--- src/rtl/spi_target_regfile.sv ---
// SPI mode-0 target exposing a bank of 8-bit registers; all SPI pins are oversampled on clk_i.
// Command byte selects read/write and a start address; the address auto-increments per data byte.
module spi_target_regfile #(
    parameter int          NumRegs    = 16,
    parameter int          SyncStages = 2,
    parameter logic [7:0]  IdByte     = 8'hC5,
    parameter logic [7:0]  RstVal     = 8'h00
) (
    input  logic                 clk_i,
    input  logic                 rst_i,
    input  logic                 spi_sck_i,
    input  logic                 spi_csb_i,
    input  logic                 spi_sd_i,
    output logic                 spi_sd_o,
    output logic                 spi_sd_oe_o,
    output logic [NumRegs*8-1:0] regs_o,
    output logic                 wr_pulse_o,
    output logic [6:0]           wr_addr_o
);

    typedef enum logic [1:0] {
        IDLE = 2'd0,
        CMD  = 2'd1,
        DATA = 2'd2
    } state_e;

    state_e state_q, state_d;

    logic [SyncStages-1:0] sck_sync, csb_sync, sd_sync;
    logic                  sck_d, csb_d;
    logic                  sck_s, csb_s, sd_s;
    logic                  sck_rise, sck_fall, csb_fall;

    logic [2:0] cnt_q;
    logic       seen_rise_q;
    logic       load_pend_q;
    logic       is_read_q;
    logic [6:0] addr_q;
    logic [7:0] rx_q;
    logic [7:0] tx_q;
    logic [7:0] regs_q [NumRegs];

    logic       active;
    logic       bit_rise;
    logic       bit_fall;
    logic       byte_end;
    logic       addr_ok;
    logic       wr_en;
    logic [7:0] rx_byte;
    logic [7:0] rd_data;
    logic [7:0] next_byte;

    // Input synchronizers plus one extra flop per control line for edge detection
    always_ff @(posedge clk_i or posedge rst_i) begin
        if (rst_i) begin
            sck_sync <= '0;
            csb_sync <= '1;
            sd_sync  <= '0;
            sck_d    <= 1'b0;
            csb_d    <= 1'b1;
        end else begin
            sck_sync <= {sck_sync[SyncStages-2:0], spi_sck_i};
            csb_sync <= {csb_sync[SyncStages-2:0], spi_csb_i};
            sd_sync  <= {sd_sync[SyncStages-2:0], spi_sd_i};
            sck_d    <= sck_sync[SyncStages-1];
            csb_d    <= csb_sync[SyncStages-1];
        end
    end

    assign sck_s    = sck_sync[SyncStages-1];
    assign csb_s    = csb_sync[SyncStages-1];
    assign sd_s     = sd_sync[SyncStages-1];
    assign sck_rise = sck_s & ~sck_d;
    assign sck_fall = ~sck_s & sck_d;
    assign csb_fall = ~csb_s & csb_d;

    assign active   = (state_q != IDLE);
    // A high CSB masks any coincident SCK edge, so that bit is dropped
    assign bit_rise = active & ~csb_s & sck_rise;
    assign bit_fall = active & ~csb_s & sck_fall & seen_rise_q;
    assign byte_end = bit_rise & (cnt_q == 3'd7);
    assign rx_byte  = {rx_q[6:0], sd_s};
    assign addr_ok  = ({1'b0, addr_q} < 8'(NumRegs));
    assign wr_en    = byte_end & (state_q == DATA) & ~is_read_q & addr_ok;

    always_comb begin
        rd_data = 8'h00;
        for (int k = 0; k < NumRegs; k++) begin
            if (addr_q == 7'(k)) begin
                rd_data = regs_q[k];
            end
        end
    end

    assign next_byte = (state_q == DATA && is_read_q && addr_ok) ? rd_data : 8'h00;

    always_ff @(posedge clk_i or posedge rst_i) begin
        if (rst_i) begin
            state_q <= IDLE;
        end else begin
            state_q <= state_d;
        end
    end

    always_comb begin
        state_d = state_q;
        if (csb_s) begin
            state_d = IDLE;
        end else begin
            case (state_q)
                IDLE:    if (csb_fall) state_d = CMD;
                CMD:     if (byte_end) state_d = DATA;
                DATA:    state_d = DATA;
                default: state_d = IDLE;
            endcase
        end
    end

    // Bit counter, address pointer and byte-boundary bookkeeping
    always_ff @(posedge clk_i or posedge rst_i) begin
        if (rst_i) begin
            cnt_q       <= 3'd0;
            seen_rise_q <= 1'b0;
            load_pend_q <= 1'b0;
            is_read_q   <= 1'b0;
            addr_q      <= 7'd0;
        end else if (csb_s || !active) begin
            cnt_q       <= 3'd0;
            seen_rise_q <= 1'b0;
            load_pend_q <= 1'b0;
        end else if (bit_rise) begin
            cnt_q       <= cnt_q + 3'd1;
            seen_rise_q <= 1'b1;
            if (cnt_q == 3'd7) begin
                load_pend_q <= 1'b1;
                if (state_q == CMD) begin
                    is_read_q <= rx_byte[7];
                    addr_q    <= rx_byte[6:0];
                end else begin
                    addr_q    <= addr_q + 7'd1;
                end
            end
        end else if (bit_fall) begin
            load_pend_q <= 1'b0;
        end
    end

    always_ff @(posedge clk_i) begin
        if (bit_rise) begin
            rx_q <= rx_byte;
        end
    end

    // MISO shifter; the falling edge after a byte boundary reloads instead of shifting
    always_ff @(posedge clk_i) begin
        if (state_q == IDLE && !csb_s && csb_fall) begin
            tx_q <= IdByte;
        end else if (bit_fall) begin
            tx_q <= load_pend_q ? next_byte : {tx_q[6:0], 1'b0};
        end
    end

    always_ff @(posedge clk_i or posedge rst_i) begin
        if (rst_i) begin
            wr_pulse_o <= 1'b0;
            wr_addr_o  <= 7'd0;
        end else begin
            wr_pulse_o <= wr_en;
            if (wr_en) begin
                wr_addr_o <= addr_q;
            end
        end
    end

    always_ff @(posedge clk_i or posedge rst_i) begin
        if (rst_i) begin
            for (int k = 0; k < NumRegs; k++) begin
                regs_q[k] <= RstVal;
            end
        end else if (wr_en) begin
            for (int k = 0; k < NumRegs; k++) begin
                if (addr_q == 7'(k)) begin
                    regs_q[k] <= rx_byte;
                end
            end
        end
    end

    for (genvar g = 0; g < NumRegs; g++) begin : g_regs_out
        assign regs_o[8*g +: 8] = regs_q[g];
    end

    assign spi_sd_oe_o = active;
    assign spi_sd_o    = active & tx_q[7];

endmodule

--- config.mk ---
export PLATFORM = sky130hd
export DESIGN_NAME = spi_target_regfile
export DESIGN_NICKNAME = d
export VERILOG_FILES = /design/src/rtl/spi_target_regfile.sv
export SDC_FILE = /design/constraint.sdc
export NUM_CORES = 1
export LEC_CHECK = 0
export CAP_MARGIN = 30
export CORE_MARGIN = 2
export CORE_UTILIZATION = 40
export CTS_CLUSTER_DIAMETER = 60
export CTS_CLUSTER_SIZE = 28
export DETAILED_ROUTE_END_ITERATION = 6
export GPL_TIMING_DRIVEN = 0
export MAX_ROUTING_LAYER = met4
export PLACE_DENSITY_LB_ADDON = 0.3
export SLEW_MARGIN = 0
export SYNTH_ARGS = -nofsm -noshare
export SYNTH_HDL_FRONTEND = slang
export SYNTH_SLANG_ARGS = --single-unit
export TNS_END_PERCENT = 5
--- constraint.sdc ---
create_clock -name clk_i -period 4.45 [get_ports clk_i]
set_clock_uncertainty 0.1 [all_clocks]
set_input_delay 0.445 -clock clk_i [delete_from_list [all_inputs] [get_ports clk_i]]
set_output_delay 0.445 -clock clk_i [all_outputs]
set_load 0.1 [all_outputs]
After elaboration in Yosys (flattened, before gate mapping):

Cells that the tools add are included.

* add/subtract/negate cells: 2
* magnitude comparators: 1
* equal/unequal tests: 21
* mux-type cells: 31
* bitwise logic cells: 17
* reduce and logical (&&, ||, !) cells: 32

Operator list (number)
* two-way mux 8 bit: 18
* equality test 7 x 4 -> 1 bit (second input constant): 8
* AND reduction 2 bit: 18
* equality test 7 x 3 -> 1 bit (second input constant): 4
* equality test 7 x 2 -> 1 bit (second input constant): 2
* bitwise AND 1 bit: 12
* adder 7 x 1 -> 7 bit (second input constant): 1
* equality test 7 x 1 -> 1 bit (second input constant): 1
* zero test 7 bit: 1
* < comparator 7 x 5 -> 1 bit (second input constant): 1
* two-way mux 7 bit: 1
* two-way mux 1 bit: 6
* two-way mux 2 bit: 3
* two-way mux 3 bit: 2
* != test 3 bit (second input constant): 2
* one-hot mux 2 bit (3 select lines): 1
* NOT 1 bit: 5
* logical AND 1 bit: 4
* AND reduction 4 bit: 1
* nonzero test 2 bit: 2
* adder 3 x 1 -> 3 bit (second input constant): 1
* equality test 3 bit (second input constant): 1
* != test 3 x 1 -> 1 bit (second input constant): 1
* AND reduction 3 bit: 1
* 6 further kinds: 7

* register bits: 174
* input bits: 5
* output and inout port bits: 138

Longest topological paths before layout:

* depth in word-level cells: 19
* depth in mapped cells: 11
* depth with buffers taken out: 8

Worst setup path before layout:

Ideal clock, no wire load.

* path kind: register to output
* start point: reg state_q[0]
* end point: out spi_sd_o
* arrival time: 2.045 ns
* data required time: 3.905 ns
* slack: 1.860 ns
* cell stages (with the launch flop): 4
* buffers on the path: 0
* path through: dfrtp_1 -> inv_1 -> ha_1 -> nor2b_1

* word-level cells in the longest chain between the ends: 2

RTL lines
* start, declared: RTL line 27 `state_e state_q, state_d;`
* start signal, assigned: RTL line 101 `state_q <= state_d;`
* nonzero test 2 bit: RTL line 77 `assign active = (state_q != IDLE);`
* bitwise AND 1 bit: RTL line 194 `assign spi_sd_o = active & tx_q[7];`
* end, declared: RTL line 14 `output logic spi_sd_o,`

Every way passes these cells.

Final worst setup path:

* start point: reg addr_q[1]
* end point: reg tx_q[3]

* word-level cells in the longest chain between the ends: 19

RTL lines
* start, declared: RTL line 38 `logic [6:0] addr_q;`
* start signal, assigned: RTL line 138 `addr_q <= rx_byte[6:0];`
* start signal, assigned: RTL line 140 `addr_q <= addr_q + 7'd1;`
* zero test 7 bit: RTL line 89 `if (addr_q == 7'(k)) begin`
* two-way mux 8 bit (16 in series): RTL line 89
* two-way mux 8 bit (*): RTL line 95 `assign next_byte = (state_q == DATA && is_read_q && addr_ok) ? rd_data : 8'h00;`
* two-way mux 8 bit (*): RTL line 159 `tx_q <= load_pend_q ? next_byte : {tx_q[6:0], 1'b0};`
* end signal, assigned: RTL line 157 `tx_q <= IdByte;`
* end signal, assigned: RTL line 159
* end, declared: RTL line 40 `logic [7:0] tx_q;`

Mark *: on every way between the ends. The rest lies on a longest branch, timed or not.
A chain may end at the register's enable or synchronous reset.

==> metrics.md <==
| Metric | Value |
|---|---|
| Result of the run | `finished, violations left` |
| Failing checks | `DRC` |
| Top Ports | `143` |
| Initial antenna violation count | `1` |
| Family with the most delay on the worst path | `buffers and inverters` |
| Worst slack at placement | `1050 ps` |
| Tot GR Track Use | `27.2%` |
| Remaining antenna violation count after routing | `0` |
| Post-synth ARST share | `91.4%` |
| Worst rel slew slack | `33.6%` |
| Area Overhead vs Synth | `28.6%` |
| RSZ-0062 raised after global routing | `false` |
| Total number of cells along the worst setup path | `10` |
| Count of routing violations after the opening detailed-route iteration | `645` |
| Part of the cycle the worst path needs | `77.1%` |
| Synth Warn # | `0` |
| Transition time of the tightest slew-check pin | `993 ps` |
| Weighted congestion at the end of routability-driven global placement | `0.999` |
| Cell Int Power | `2520 uW` |
| Critical Setup Path Class | `flip-flop to flip-flop` |
| Ordered list of cells on the worst path | `inv_1 -> ha_1 -> buf_2 -> buf_2 -> buf_2 -> nand3_1 -> o21ai_0 -> nand2_1 -> a21oi_1 -> o22ai_1` |
| CP Buf/Inv Count | `4` |
| Final number of max-transition violations | `0` |
| Min Tclk post-route | `3430 ps` |
| Vertical die dimension | `151 um` |
| Inserted Clock Buffers | `17` |
| Count of flip-flops with a built-in enable after synthesis | `7` |
| Destination of the worst register-to-register timing path | `tx_q[3]` |
| Quantity of gates resized following cts | `0` |
| Crit start category | `flip-flop` |
| Maximum clock frequency | `291 MHz` |
| Total iterations of the first detailed-routing run | `7` |
| Count of port buffers added during placement | `142` |
| Global-route wire length before repair | `43.9 mm` |
| CP most frequent cell | `sky130_fd_sc_hd__buf_2` |
| Clock tree from TritonCTS | `yes` |
| Power share of the combinational group | `6.5%` |
| Cells after synthesis | `748` |
| Power density cells | `304 nW/um2` |
| Register bit count reported by yosys | `174` |
| Number of clock sinks | `174` |
| Sequential cell area fraction in the yosys report | `50.6%` |
| Delay of the slowest cell on the worst path | `490 ps` |
| Initial Utilization | `40.8%` |
| Largest driver fanout on the critical path | `10` |
| Final-stage net count | `928` |
| Vias per inst | `5.81` |
| Horizontal die dimension | `151 um` |
| Total negative slack for setup checks | `0 ps` |
| Routed wire length | `28.7 mm` |
| Die outline area | `22,700 um2` |
| Layout cell share with drive strength beyond 1 | `22.8%` |
| Sequential Power Share | `48.2%` |
| Fraction of power spent switching nets | `25.0%` |
| Type of the tightest min-delay check | `input pin to async pin` |
| Leakage dissipation | `0.00503 uW` |
| Final hold slack | `231 ps` |
| Via count of the first global-routing pass | `6,828` |
| Top cells by area, synth | `sky130_fd_sc_hd__dfrtp_1, sky130_fd_sc_hd__mux2_2, sky130_fd_sc_hd__edfxtp_1, sky130_fd_sc_hd__nand2_1, sky130_fd_sc_hd__a21oi_1` |
| Filler Cell Count | `1,923` |
| Latest clock arrival within the worst-skew pair | `430 ps` |
| Final count of hold timing violations | `0` |
| Net count of the mapped netlist | `762` |
| Final Power | `3360 uW` |
| Type of destination of the critical path | `flip-flop` |
| CP max-delay cell | `sky130_fd_sc_hd__nand3_1` |
| Core Area | `21,100 um2` |
| Number of failing setup endpoints in the final timing report | `0` |
| Post-Syn Area | `8610 um2` |
| Post-route DRC violation count | `4` |
| Flop-to-flop setup slack | `1020 ps` |
| Max_cap viols | `0` |
| H-tree depth | `4` |
| Placement Cell Area | `10,500 um2` |
| Library cell used as clock root buffer | `sky130_fd_sc_hd__clkbuf_16` |
| Pin count of the biggest net entering global routing | `41` |
| Net switching power figure | `841 uW` |
| Setup Fix Bufs, Post-CTS | `0` |
| Detail-routed net length per standard cell | `24.0 um` |
| Maximum count of clock buffers along a single path | `2` |
| Placement row count | `53` |
| Number of library cell types mapped by synthesis | `74` |
| Most area-hungry cell type in the Yosys netlist | `sky130_fd_sc_hd__dfrtp_1` |
| # diodes | `0` |
| Worst-path clk slew | `70 ps` |
| Cts-stage hold buffer count | `0` |
| Top FF cell, synth | `sky130_fd_sc_hd__dfrtp_1` |
| CP required | `4630 ps` |
| Half-perimeter wire length after placement | `20.8 mm` |
| Reg-to-Reg Start | `addr_q[1]` |
| Worst r2r path cells | `10` |
| Remaining Overflow, GRT | `0` |
| Syn avg cell area | `11.5 um2` |
| Final Worst Setup Slack | `1020 ps` |
| Portion of total power attributed to the clock network | `45.2%` |
| Final Cell Area | `11,100 um2` |
| Share of the synthesized area in the top cell type | `45.4%` |
| Number of vias in the routed layout | `6,966` |
| Maximum VDD drop | `256 uV` |
| WP data arrival | `3610 ps` |
## cells by family (layout without fill, tap and decap cells)
group	Yosys count	count (layout)	share of synthesized area (%)
and+or+nand+nor	213	213	15.7
DFF	174	174	50.6
AOI/OAI and AO/OA	158	158	12.1
muxes	129	129	16.8
buffers and inverters	64	241	3.42
adders and majority gates	9	9	1.31
xor gates and xnor gates	1	1	0.102
## power groups by stage
stage / Combinational, uW / Sequential (uW) / Clock [uW]
2_1_floorplan: 154 / 1640 / 0
3_3_place_gp: 206 / 1650 / 0
3_5_place_dp: 220 / 1650 / 0
4_1_cts: 221 / 1620 / 1540
5_1_grt: 239 / 1620 / 1610
6_report: 220 / 1620 / 1520
## how the worst max path moves through the flow
stage,startpoint,end
after floorplan,state_q[0],spi_sd_o
after global placement,rst_i,sck_sync[1]
after detailed placement,addr_q[1],tx_q[3]
after CTS,addr_q[1],tx_q[3]
after global routing,addr_q[1],tx_q[3]
final,addr_q[1],tx_q[3]
## cell usage after synthesis (10+ instances only)
cell / instances
sky130_fd_sc_hd__a21oi_1: 37
sky130_fd_sc_hd__buf_2: 12
sky130_fd_sc_hd__clkbuf_1: 22
sky130_fd_sc_hd__dfrtp_1: 156
sky130_fd_sc_hd__inv_1: 20
sky130_fd_sc_hd__mux2_2: 120
sky130_fd_sc_hd__nand2_1: 52
sky130_fd_sc_hd__nand3_1: 17
sky130_fd_sc_hd__nor2_1: 37
sky130_fd_sc_hd__nor2b_1: 10
sky130_fd_sc_hd__nor3_1: 18
sky130_fd_sc_hd__o21ai_0: 35
## placed cells by master, fill, tap and decap left out, types with 5 or more instances in the layout
cell type / instances
sky130_fd_sc_hd__a211oi_1: 9
sky130_fd_sc_hd__a21oi_1: 37
sky130_fd_sc_hd__a221o_1: 5
sky130_fd_sc_hd__a22o_1: 5
sky130_fd_sc_hd__a22oi_1: 7
sky130_fd_sc_hd__a31oi_1: 6
sky130_fd_sc_hd__and2_1: 7
sky130_fd_sc_hd__and3_1: 8
sky130_fd_sc_hd__buf_2: 12
sky130_fd_sc_hd__clkbuf_1: 22
sky130_fd_sc_hd__clkbuf_16: 17
sky130_fd_sc_hd__clkdlybuf4s50_1: 142
sky130_fd_sc_hd__dfrtp_1: 156
sky130_fd_sc_hd__dfxtp_1: 8
sky130_fd_sc_hd__edfxtp_1: 7
sky130_fd_sc_hd__ha_1: 9
sky130_fd_sc_hd__inv_1: 19
sky130_fd_sc_hd__mux2_1: 5
sky130_fd_sc_hd__mux2_2: 120
sky130_fd_sc_hd__nand2_1: 52
sky130_fd_sc_hd__nand2b_1: 7
sky130_fd_sc_hd__nand3_1: 17
sky130_fd_sc_hd__nand3b_1: 6
sky130_fd_sc_hd__nor2_1: 37
sky130_fd_sc_hd__nor2_4: 6
sky130_fd_sc_hd__nor2_8: 8
sky130_fd_sc_hd__nor2b_1: 10
sky130_fd_sc_hd__nor3_1: 18
sky130_fd_sc_hd__nor4_1: 6
sky130_fd_sc_hd__o211ai_1: 8
sky130_fd_sc_hd__o21ai_0: 35
sky130_fd_sc_hd__o21ai_1: 6
sky130_fd_sc_hd__o221ai_1: 7
sky130_fd_sc_hd__o22ai_1: 5
## metal layers
metal | global-route usage, % | routed length [um] | vias to the layer above
met5 | - | 0 | -
met4 | 8.36 | 671 | 0
met3 | 4.15 | 1970 | 49
met2 | 40.9 | 13300 | 313
met1 | 38.0 | 12800 | 3534
li1 | - | - | 3070
## final cells by class
cell class	count	area, um2	area share [%]
flip-flops and latches	174	4350	39.3
multi-input cells	510	3960	35.8
repair buffers	147	1530	13.8
clock buffers	19	453	4.09
well taps	275	344	3.11
plain buffers	44	219	1.98
clock inverters	11	131	1.19
inverters	20	78.8	0.712
## through the flow
stage	utilization, %	instances
floorplan	-	748
CTS	52.5	1200
global placement	49.2	1165
global route	52.5	1200
finish	52.5	1200
detailed placement	49.7	1170
## registers in the layout, indices dropped and copies added, names as in the netlist, 2 cells and up
signal,cells
cnt_q,3
regs_o,128
wr_addr_o,7
csb_sync,2
addr_q,7
tx_q,8
rx_q,7
sd_sync,2
sck_sync,2
state_q,2
Note: power is estimated with default switching activity, not from simulation.
